`src/rtl/zoom_copier.sv`:
```
// Copies the source image ROM into the framebuffer with nearest-neighbour zoom (1x/2x/4x),
// walking destination pixels in raster order and writing one pixel per clock.
//
// state | meaning
// IDLE  | waiting for first start, outputs quiet
// RUN   | issuing one ROM read per destination pixel
// DRAIN | waiting ROM_LAT clocks for the last reads to land
// DONE  | frame complete, done held until next start
module zoom_copier #(
    parameter int SRC_W   = 160,
    parameter int SRC_H   = 120,
    parameter int DST_W   = 640,
    parameter int DST_H   = 480,
    parameter int ADDR_W  = 19,
    parameter int ROM_LAT = 2
) (
    input  logic              clk,
    input  logic              reset,
    input  logic              start,
    input  logic [1:0]        mode,
    output logic [ADDR_W-1:0] rom_addr,
    input  logic [7:0]        rom_data,
    output logic [ADDR_W-1:0] ram_wraddr,
    output logic [7:0]        ram_data,
    output logic              ram_wren,
    output logic              busy,
    output logic              done
);

    localparam logic [ADDR_W-1:0] SRC_W_A = ADDR_W'(SRC_W);
    localparam logic [ADDR_W-1:0] SRC_H_A = ADDR_W'(SRC_H);
    localparam logic [ADDR_W-1:0] DST_W_A = ADDR_W'(DST_W);
    localparam logic [ADDR_W-1:0] LAST_X  = ADDR_W'(DST_W - 1);
    localparam logic [ADDR_W-1:0] LAST_Y  = ADDR_W'(DST_H - 1);
    localparam int                CNT_W   = (ROM_LAT > 1) ? $clog2(ROM_LAT) : 1;
    localparam logic [CNT_W-1:0]  DRAIN_LOAD = CNT_W'(ROM_LAT - 1);

    typedef enum logic [1:0] {
        S_IDLE  = 2'd0,
        S_RUN   = 2'd1,
        S_DRAIN = 2'd2,
        S_DONE  = 2'd3
    } state_t;

    state_t              state_q, state_d;
    logic [ADDR_W-1:0]   x_q, x_d;
    logic [ADDR_W-1:0]   y_q, y_d;
    logic [1:0]          s_q, s_d;
    logic [CNT_W-1:0]    drain_q, drain_d;

    logic [ADDR_W-1:0]   pipe_addr_q [ROM_LAT];
    logic [ADDR_W-1:0]   pipe_addr_d [ROM_LAT];
    logic [ROM_LAT-1:0]  pipe_inwin_q, pipe_inwin_d;
    logic [ROM_LAT-1:0]  pipe_valid_q, pipe_valid_d;
    logic [ADDR_W-1:0]   last_addr_q, last_addr_d;
    logic [7:0]          last_data_q, last_data_d;

    logic [ADDR_W-1:0]   sx, sy, src_addr, dst_addr;
    logic                inwin, last_pixel, push;

    assign sx         = x_q >> s_q;
    assign sy         = y_q >> s_q;
    assign inwin      = (sx < SRC_W_A) && (sy < SRC_H_A);
    assign src_addr   = sy * SRC_W_A + sx;
    assign dst_addr   = y_q * DST_W_A + x_q;
    assign last_pixel = (x_q == LAST_X) && (y_q == LAST_Y);

    always_comb begin
        state_d  = state_q;
        x_d      = x_q;
        y_d      = y_q;
        s_d      = s_q;
        drain_d  = drain_q;
        busy     = 1'b0;
        done     = 1'b0;
        rom_addr = '0;
        push     = 1'b0;
        case (state_q)
            S_IDLE, S_DONE: begin
                done = (state_q == S_DONE);
                if (start) begin
                    state_d = S_RUN;
                    x_d     = '0;
                    y_d     = '0;
                    // mode 11 is reserved and treated as 1x
                    case (mode)
                        2'b01:   s_d = 2'd1;
                        2'b10:   s_d = 2'd2;
                        default: s_d = 2'd0;
                    endcase
                end
            end
            S_RUN: begin
                busy     = 1'b1;
                push     = 1'b1;
                rom_addr = inwin ? src_addr : '0;
                if (last_pixel) begin
                    state_d = S_DRAIN;
                    drain_d = DRAIN_LOAD;
                end else if (x_q == LAST_X) begin
                    x_d = '0;
                    y_d = y_q + 1'b1;
                end else begin
                    x_d = x_q + 1'b1;
                end
            end
            S_DRAIN: begin
                busy = 1'b1;
                if (drain_q == '0) begin
                    state_d = S_DONE;
                end else begin
                    drain_d = drain_q - 1'b1;
                end
            end
            default: state_d = S_IDLE;
        endcase
    end

    // Delay line tracks the ROM latency so each write pairs with its own rom_data.
    always_comb begin
        pipe_addr_d     = pipe_addr_q;
        pipe_inwin_d    = pipe_inwin_q;
        pipe_valid_d    = pipe_valid_q;
        pipe_addr_d[0]  = dst_addr;
        pipe_inwin_d[0] = inwin;
        pipe_valid_d[0] = push;
        for (int i = 1; i < ROM_LAT; i++) begin
            pipe_addr_d[i]  = pipe_addr_q[i-1];
            pipe_inwin_d[i] = pipe_inwin_q[i-1];
            pipe_valid_d[i] = pipe_valid_q[i-1];
        end
    end

    always_comb begin
        ram_wren    = pipe_valid_q[ROM_LAT-1];
        ram_wraddr  = last_addr_q;
        ram_data    = last_data_q;
        if (ram_wren) begin
            ram_wraddr = pipe_addr_q[ROM_LAT-1];
            ram_data   = pipe_inwin_q[ROM_LAT-1] ? rom_data : 8'h00;
        end
        last_addr_d = ram_wraddr;
        last_data_d = ram_data;
    end

    always_ff @(posedge clk or negedge reset) begin
        if (!reset) begin
            state_q      <= S_IDLE;
            x_q          <= '0;
            y_q          <= '0;
            s_q          <= '0;
            drain_q      <= '0;
            pipe_inwin_q <= '0;
            pipe_valid_q <= '0;
            last_addr_q  <= '0;
            last_data_q  <= '0;
            for (int i = 0; i < ROM_LAT; i++) begin
                pipe_addr_q[i] <= '0;
            end
        end else begin
            state_q      <= state_d;
            x_q          <= x_d;
            y_q          <= y_d;
            s_q          <= s_d;
            drain_q      <= drain_d;
            pipe_inwin_q <= pipe_inwin_d;
            pipe_valid_q <= pipe_valid_d;
            last_addr_q  <= last_addr_d;
            last_data_q  <= last_data_d;
            pipe_addr_q  <= pipe_addr_d;
        end
    end

endmodule

```
`config.mk`:
```
export PLATFORM = sky130hd
export DESIGN_NAME = zoom_copier
export DESIGN_NICKNAME = d
export VERILOG_FILES = /design/src/rtl/zoom_copier.sv
export SDC_FILE = /design/constraint.sdc
export NUM_CORES = 1
export LEC_CHECK = 0
export CORE_MARGIN = 10
export CORE_UTILIZATION = 50
export DETAILED_ROUTE_END_ITERATION = 8
export GPL_TIMING_DRIVEN = 0
export PLACE_DENSITY = 0.76
export SYNTH_ARGS = -nofsm -noshare
export SYNTH_HDL_FRONTEND = slang
export SYNTH_SLANG_ARGS = --single-unit
```
`constraint.sdc`:
```
create_clock -name clk -period 15.7 [get_ports clk]
set_input_delay 3.14 -clock clk [delete_from_list [all_inputs] [get_ports clk]]
set_output_delay 3.14 -clock clk [all_outputs]
set_load 0.1 [all_outputs]
```
==> flow_metrics.tcl, run 1 <==
set metrics [dict create \
    drt-vias-per-instance 5.83 \
    drv_slew 0 \
    reg2reg_depth 14 \
    gr-total-overflow 0 \
    gp_congestion 0.914 \
    hold_viol 0 \
    n_antenna_cell 0 \
    port-buffer-count 61 \
    cts_tree "done" \
    synth_top_cells_by_area "dfrtp_1 (38%), ha_1 (12%), mux4_2 (7.1%)" \
    clk_latency_ns 0.36 \
    synth_top_cell_by_area "dfrtp_1" \
    die_y_um 141 \
    ys_ff_latch 112 \
    finalSetupViolations 0 \
    critPathRequiredTime_ns 12.56 \
    cts_buffers 9 \
    critPathMaxStageDelay_ns 1.16 \
    initial_utilization_pct 50.7 \
    cts-root-buf "clkbuf_16" \
    async_flop_share_pct 100 \
    clock_sinks 112 \
    max-cap-violations 0 \
    ant_nets 0 \
    slew-limit-headroom_pct 32.3 \
    synthesis.instances 710 \
    fmax_mhz 99.8 \
    hold_buffers 0 \
    core_mm2 0.0145 \
    syn_area_mm2 0.00734 \
    drive_above_1_share_pct 10.4 \
    ys_warn_count 0 \
    drt-initial-drc-count 443 \
    finalCritPeriodShare_pct 63.8 \
    synth_edf_count 0 \
    crit_chain "buf_6 -> buf_2 -> buf_1 -> mux2_2 -> nand2_1 -> o21a_1 -> inv_1 -> ha_1 -> ha_1 -> fa_1 -> a21o_1 -> a221oi_1 -> xnor2_1 -> ha_1 -> nand2_1 -> nor4_1 -> o31a_1 -> nor3_1 -> nor3b_1 -> clkdlybuf4s50_1" \
    critPathLaunchType "register" \
    wirelength_mm 17.1 \
    via_count 5663 \
    worst_pin_slew_ns 1.01 \
    grt_max_degree 73 \
    rows 44 \
    dp_hpwl_mm 13.0 \
    rsz0062_at_grt "false" \
    crit_top_cell "ha_1" \
    cp-end-kind "primary output" \
    finalSetupTns_ns 0 \
    yosysMostFrequentCell "dfrtp_1" \
    hold_depth 0 \
    drc 0 \
    crit_type "register to primary output" \
    pwr_density_cell_mw_per_mm2 135 \
    ys_types 57 \
    cts.repair.resized 0 \
    leakage_nw 3.99 \
    synth_common_cells "dfrtp_1 (112), ha_1 (68), nor2_1 (67)" \
    synthFlopType "dfrtp_1" \
    synth.net_count 795 \
    post_cts_buffers 0 \
    finalClockSkew_ns 0.00781 \
    critPathTopFamily "buffers and inverters" \
    grt_usage_pct 17.6 \
    avgSynthCellArea_um2 10.3 \
    grt_antenna_before_repair 0 \
    clk_pin_slew_ns 0.07 \
    synth_top_area_share_pct 38.2 \
    layout_min_cycle_time_ns 10.02 \
    dr.pass1.iters 5 \
    power_mw 1.15 \
    nNetsFinal 868 \
    cts_max_level 3 \
    cp_max_fo 10 \
    seq_area_frac_synth_pct 38.2 \
    hold_path_class "register to register" \
    grt_first_pass_wirelength_mm 29.0 \
    cp_num_cells 20 \
    slowest_stage "clkdlybuf4s50_1" \
    critPathArrivalTime_ns 6.88 \
    path_buf_inv 5 \
    outcome "completed" \
    die_area_mm2 0.0199 \
    clock_path_buffers 2 \
    dieWidth_um 141 \
    wl_per_cell_um 17.6 \
    fill_cells 1157 \
    reg2reg_setup_slack_ns 12.17 \
    areaGrowthSynthToFinish_pct 15.9 \
    grt_pass1_vias 5825 \
    peakVddDrop_uv 99.6 \
    io_pins 62 \
]
[path summary, 6_finish.rpt]
kind,start,end
min,pipe_addr_d[9],pipe_addr_q[9]
max reg2reg,y_q[3],pipe_addr_d[18]
min reg2reg,pipe_addr_d[9],pipe_addr_q[9]
max,s_q[0],rom_addr[18]
max in group asynchronous,reset,x_q[1]
min in group asynchronous,reset,pipe_addr_q[8]
[sequential cells by signal, indices dropped and copies added (netlist names), 8 cells and up]
name	count
x_q	19
pipe_addr_q	19
pipe_addr_d	19
last_addr_q	19
y_q	19
last_data_q	8
[cells by family after synthesis]
group	after synthesis	share of synthesized area, %
adder cells (fa/ha/maj)	72	12.7
multiplexers	56	11.9
buffers and inverters	66	3.94
XOR/XNOR	68	8.11
AND/OR/NAND/NOR	225	15.8
AO/OA/AOI/OAI	111	9.44
flip-flops	112	38.2
[stage by stage]
step                setup slack (ns)  hold slack [ns]  instance area, um2  std cells  util, %
detailed placement              6.05            0.335                8210        956     56.7
global route                    5.20            0.358                8510        971     58.8
finish                          5.68            0.351                8510        971     58.8
global placement                6.15            0.333                8190        955     56.5
CTS                             5.64            0.352                8510        971     58.8
floorplan                       5.99            0.331                7340        710        -
[power by group]
| part | leakage, nW | internal, mW | switching [mW] |
|---|---|---|---|
| Clock | 0.144 | 0.125 | 0.109 |
| Sequential | 1.52 | 0.335 | 0.0286 |
| Combinational | 2.32 | 0.150 | 0.405 |
[area by class of cell]
cell class              count  area (um2)  area share (%)
flip-flops and latches    112        2800            32.9
plain buffers              30         154            1.81
clock inverters             6        75.1           0.882
multi-input cells         532        4250            50.0
well taps                 184         230            2.71
repair buffers             62         636            7.47
clock buffers               9         225            2.65
inverters                  36         135            1.59
[routing by layer]
layer	part of all wire, %	GRT usage, %
met1	42	21.8
met2	49	29.5
met3	6.4	3.96
met4	2.3	5.92
met5	0	0
[placed cells by master, fill, tap and decap left out, types with 4 or more instances in the layout]
| master | n |
|---|---|
| inv_1 | 36 |
| a211oi_1 | 4 |
| buf_2 | 9 |
| a21oi_1 | 29 |
| clkbuf_16 | 9 |
| o21ai_0 | 33 |
| fa_1 | 4 |
| clkbuf_1 | 13 |
| and3_1 | 13 |
| clkdlybuf4s50_1 | 60 |
| nand3_1 | 15 |
| mux2_2 | 20 |
| nand2_1 | 43 |
| nor4_1 | 13 |
| a21o_1 | 10 |
| nor2b_1 | 13 |
| nand2b_1 | 6 |
| nand4_1 | 13 |
| xor2_1 | 28 |
| and4_1 | 5 |
| mux4_2 | 23 |
| nor3_1 | 15 |
| xnor2_1 | 40 |
| o21a_1 | 8 |
| nor2_1 | 67 |
| dfrtp_1 | 112 |
| ha_1 | 68 |
| mux2i_1 | 13 |
Note: power is estimated with default switching activity, not from simulation.
==> inputs of run 2 (changes only) <==
==> constraint.sdc (replaced) <==
create_clock -name clk -period 10.29 [get_ports clk]
set_input_delay 2.058 -clock clk [delete_from_list [all_inputs] [get_ports clk]]
set_output_delay 2.058 -clock clk [all_outputs]
set_load 0.1 [all_outputs]
==> results of run 2 <==
Same layout as run 1 (identical final DEF). Status: completed.
Main changes from that run: setup slack after placement 6.05 ns -> 1.72 ns; setup slack after layout 5.68 ns -> 1.36 ns; register-to-register setup slack 12.17 ns -> 6.76 ns; total power 1.15 mW -> 1.76 mW; worst IR drop on VDD 99.6 uV -> 152 uV
==> inputs of run 3 (changes only) <==
--- a/config.mk
+++ b/config.mk
@@ -9,6 +9,7 @@
 export CORE_UTILIZATION = 50
 export DETAILED_ROUTE_END_ITERATION = 8
 export GPL_TIMING_DRIVEN = 0
+export MAX_ROUTING_LAYER = met4
 export PLACE_DENSITY = 0.76
 export SYNTH_ARGS = -nofsm -noshare
 export SYNTH_HDL_FRONTEND = slang
==> run 3 against run 2 <==
Net effect:
- die area did not move
- combinational power barely moved
- register-to-register slack improved by 0.05 ns
==> flow_metrics.tcl, run 3 (synthesis gave the netlist of run 1 again) <==
set metrics [dict create \
    n_antenna_cell 0 \
    clk_pin_slew_ns 0.08 \
    leakage_nw 4.00 \
    clock_path_buffers 2 \
    finalSetupViolations 0 \
    drt-initial-drc-count 486 \
    critPathRequiredTime_ns 8.23 \
    die_area_mm2 0.0199 \
    wirelength_mm 17.2 \
    gr-total-overflow 0 \
    io_pins 62 \
    via_count 5749 \
    ant_nets 0 \
    drt-vias-per-instance 5.91 \
    post_cts_buffers 0 \
    final_cell_mix "dfrtp_1 (112), ha_1 (68), nor2_1 (67)" \
    gp_congestion 0.930 \
    path_buf_inv 5 \
    comb_power_share_pct 48.3 \
    layout.area.seq_mm2 0.00280 \
    slowest_stage "clkdlybuf4s50_1" \
    p_sw_mw 0.834 \
    crit_top_cell "ha_1" \
    finalClockSkew_ns 0.0129 \
    die_y_um 141 \
    dieWidth_um 141 \
    cp-end-kind "primary output" \
    slew-limit-headroom_pct 32.1 \
    cts_tree "done" \
    cts.repair.resized 0 \
    finalCritPeriodShare_pct 87.0 \
    p_clk_share_pct 20.1 \
    cts_buffers 9 \
    drc 0 \
    initial_utilization_pct 50.7 \
    grt_first_pass_wirelength_mm 28.7 \
    worst_pin_slew_ns 1.01 \
    critPathArrivalTime_ns 6.89 \
    dr.pass1.iters 5 \
    port-buffer-count 61 \
    peakVddDrop_uv 190 \
    pwr_density_cell_mw_per_mm2 206 \
    nNetsFinal 868 \
    critPathTopFamily "buffers and inverters" \
    cts-root-buf "clkbuf_16" \
    critPathLaunchType "register" \
    fmax_mhz 112 \
    max-cap-violations 0 \
    fill_cells 1154 \
    grt_usage_pct 18.0 \
    grt_pass1_vias 5751 \
    seqPwrFrac_pct 31.6 \
    critPathMaxStageDelay_ns 1.16 \
    clock_sinks 112 \
    multi_input_area_mm2 0.00425 \
    dp_hpwl_mm 13.0 \
    cp_max_fo 10 \
    rsz0062_at_grt "false" \
    p_sw_share_pct 47.6 \
    rows 44 \
    hold_path_class "register to register" \
    areaGrowthSynthToFinish_pct 15.9 \
    layout_min_cycle_time_ns 8.95 \
    final_common_cell "dfrtp_1" \
    grt_antenna_before_repair 0 \
    finalSetupTns_ns 0 \
    p_int_mw 0.919 \
    drv_slew 0 \
    hold_viol 0 \
    outcome "completed" \
    grt_max_degree 73 \
    crit_type "register to primary output" \
    hold_buffers 0 \
    cts_max_level 3 \
    drive_above_1_share_pct 10.5 \
    clk_latency_ns 0.36 \
    wl_per_cell_um 17.6 \
    core_mm2 0.0145 \
    whs_ns 0.350 \
    crit_chain "buf_6 -> buf_2 -> buf_1 -> mux2_2 -> nand2_1 -> o21a_1 -> inv_1 -> ha_1 -> ha_1 -> fa_1 -> a21o_1 -> a221oi_1 -> xnor2_1 -> ha_1 -> nand2_1 -> nor4_1 -> o31a_1 -> nor3_1 -> nor3b_1 -> clkdlybuf4s50_1" \
]
==> run 3: final timing paths <==
check                                        to           start  slack, ns  cells after the start
min in group asynchronous        pipe_addr_d[9]           reset       1.67                      1
worst max register to register  pipe_addr_d[17]          y_q[3]       6.81                     14
worst max-delay path               rom_addr[18]          s_q[0]       1.34                     20
worst min-delay path             pipe_addr_q[3]  pipe_addr_d[3]       0.35                      0
worst min register to register   pipe_addr_q[3]  pipe_addr_d[3]       0.35                      0
max in group asynchronous                y_q[2]           reset       7.91                      2
==> run 3: cell type report <==
cell class	count	area share (%)
multi-input cells	532	49.9
flip-flops and latches	112	32.9
repair buffers	62	7.47
clock buffers	10	2.81
well taps	184	2.70
plain buffers	30	1.81
inverters	36	1.59
clock inverters	6	0.764
==> run 3: power groups by stage <==
| stage | logic [mW] | clock network, mW | registers [mW] |
|---|---|---|---|
| after floorplan | 0.639 | 0 | 0.563 |
| after global placement | 0.835 | 0 | 0.559 |
| after detailed placement | 0.850 | 0 | 0.564 |
| after CTS | 0.852 | 0.361 | 0.556 |
| after global routing | 0.903 | 0.377 | 0.563 |
| final | 0.847 | 0.353 | 0.554 |
==> run 3: per-layer routing <==
metal	GRT usage [%]	wire length (um)
met5	-	0
met4	6.09	396
met3	3.69	1060
met2	29.4	8590
met1	21.7	7100
==> run 3: worst register-to-register path, stage by stage, from the launching register on <==
cell and delay, ns:
dfrtp_1 0.51, ha_1 0.34, ha_1 0.16, inv_1 0.06, fa_1 0.39, nor2b_1 0.12, o21ai_0 0.10, a21boi_0 0.24
o21ai_0 0.15, nor2b_1 0.17, xnor2_1 0.12, ha_1 0.25, or3_1 0.37, a311o_1 0.27, o311ai_0 0.11
==> run 3: metrics by stage <==
step / util (%) / setup slack (ns) / power, mW / instances / area (um2)
2_1_floorplan: - / 1.66 / 1.20 / 710 / 7340
3_3_place_gp: 56.5 / 1.81 / 1.39 / 955 / 8190
3_5_place_dp: 56.7 / 1.69 / 1.41 / 956 / 8210
4_1_cts: 58.8 / 1.28 / 1.77 / 972 / 8510
5_1_grt: 58.8 / 0.819 / 1.84 / 972 / 8510
6_report: 58.8 / 1.34 / 1.75 / 972 / 8510
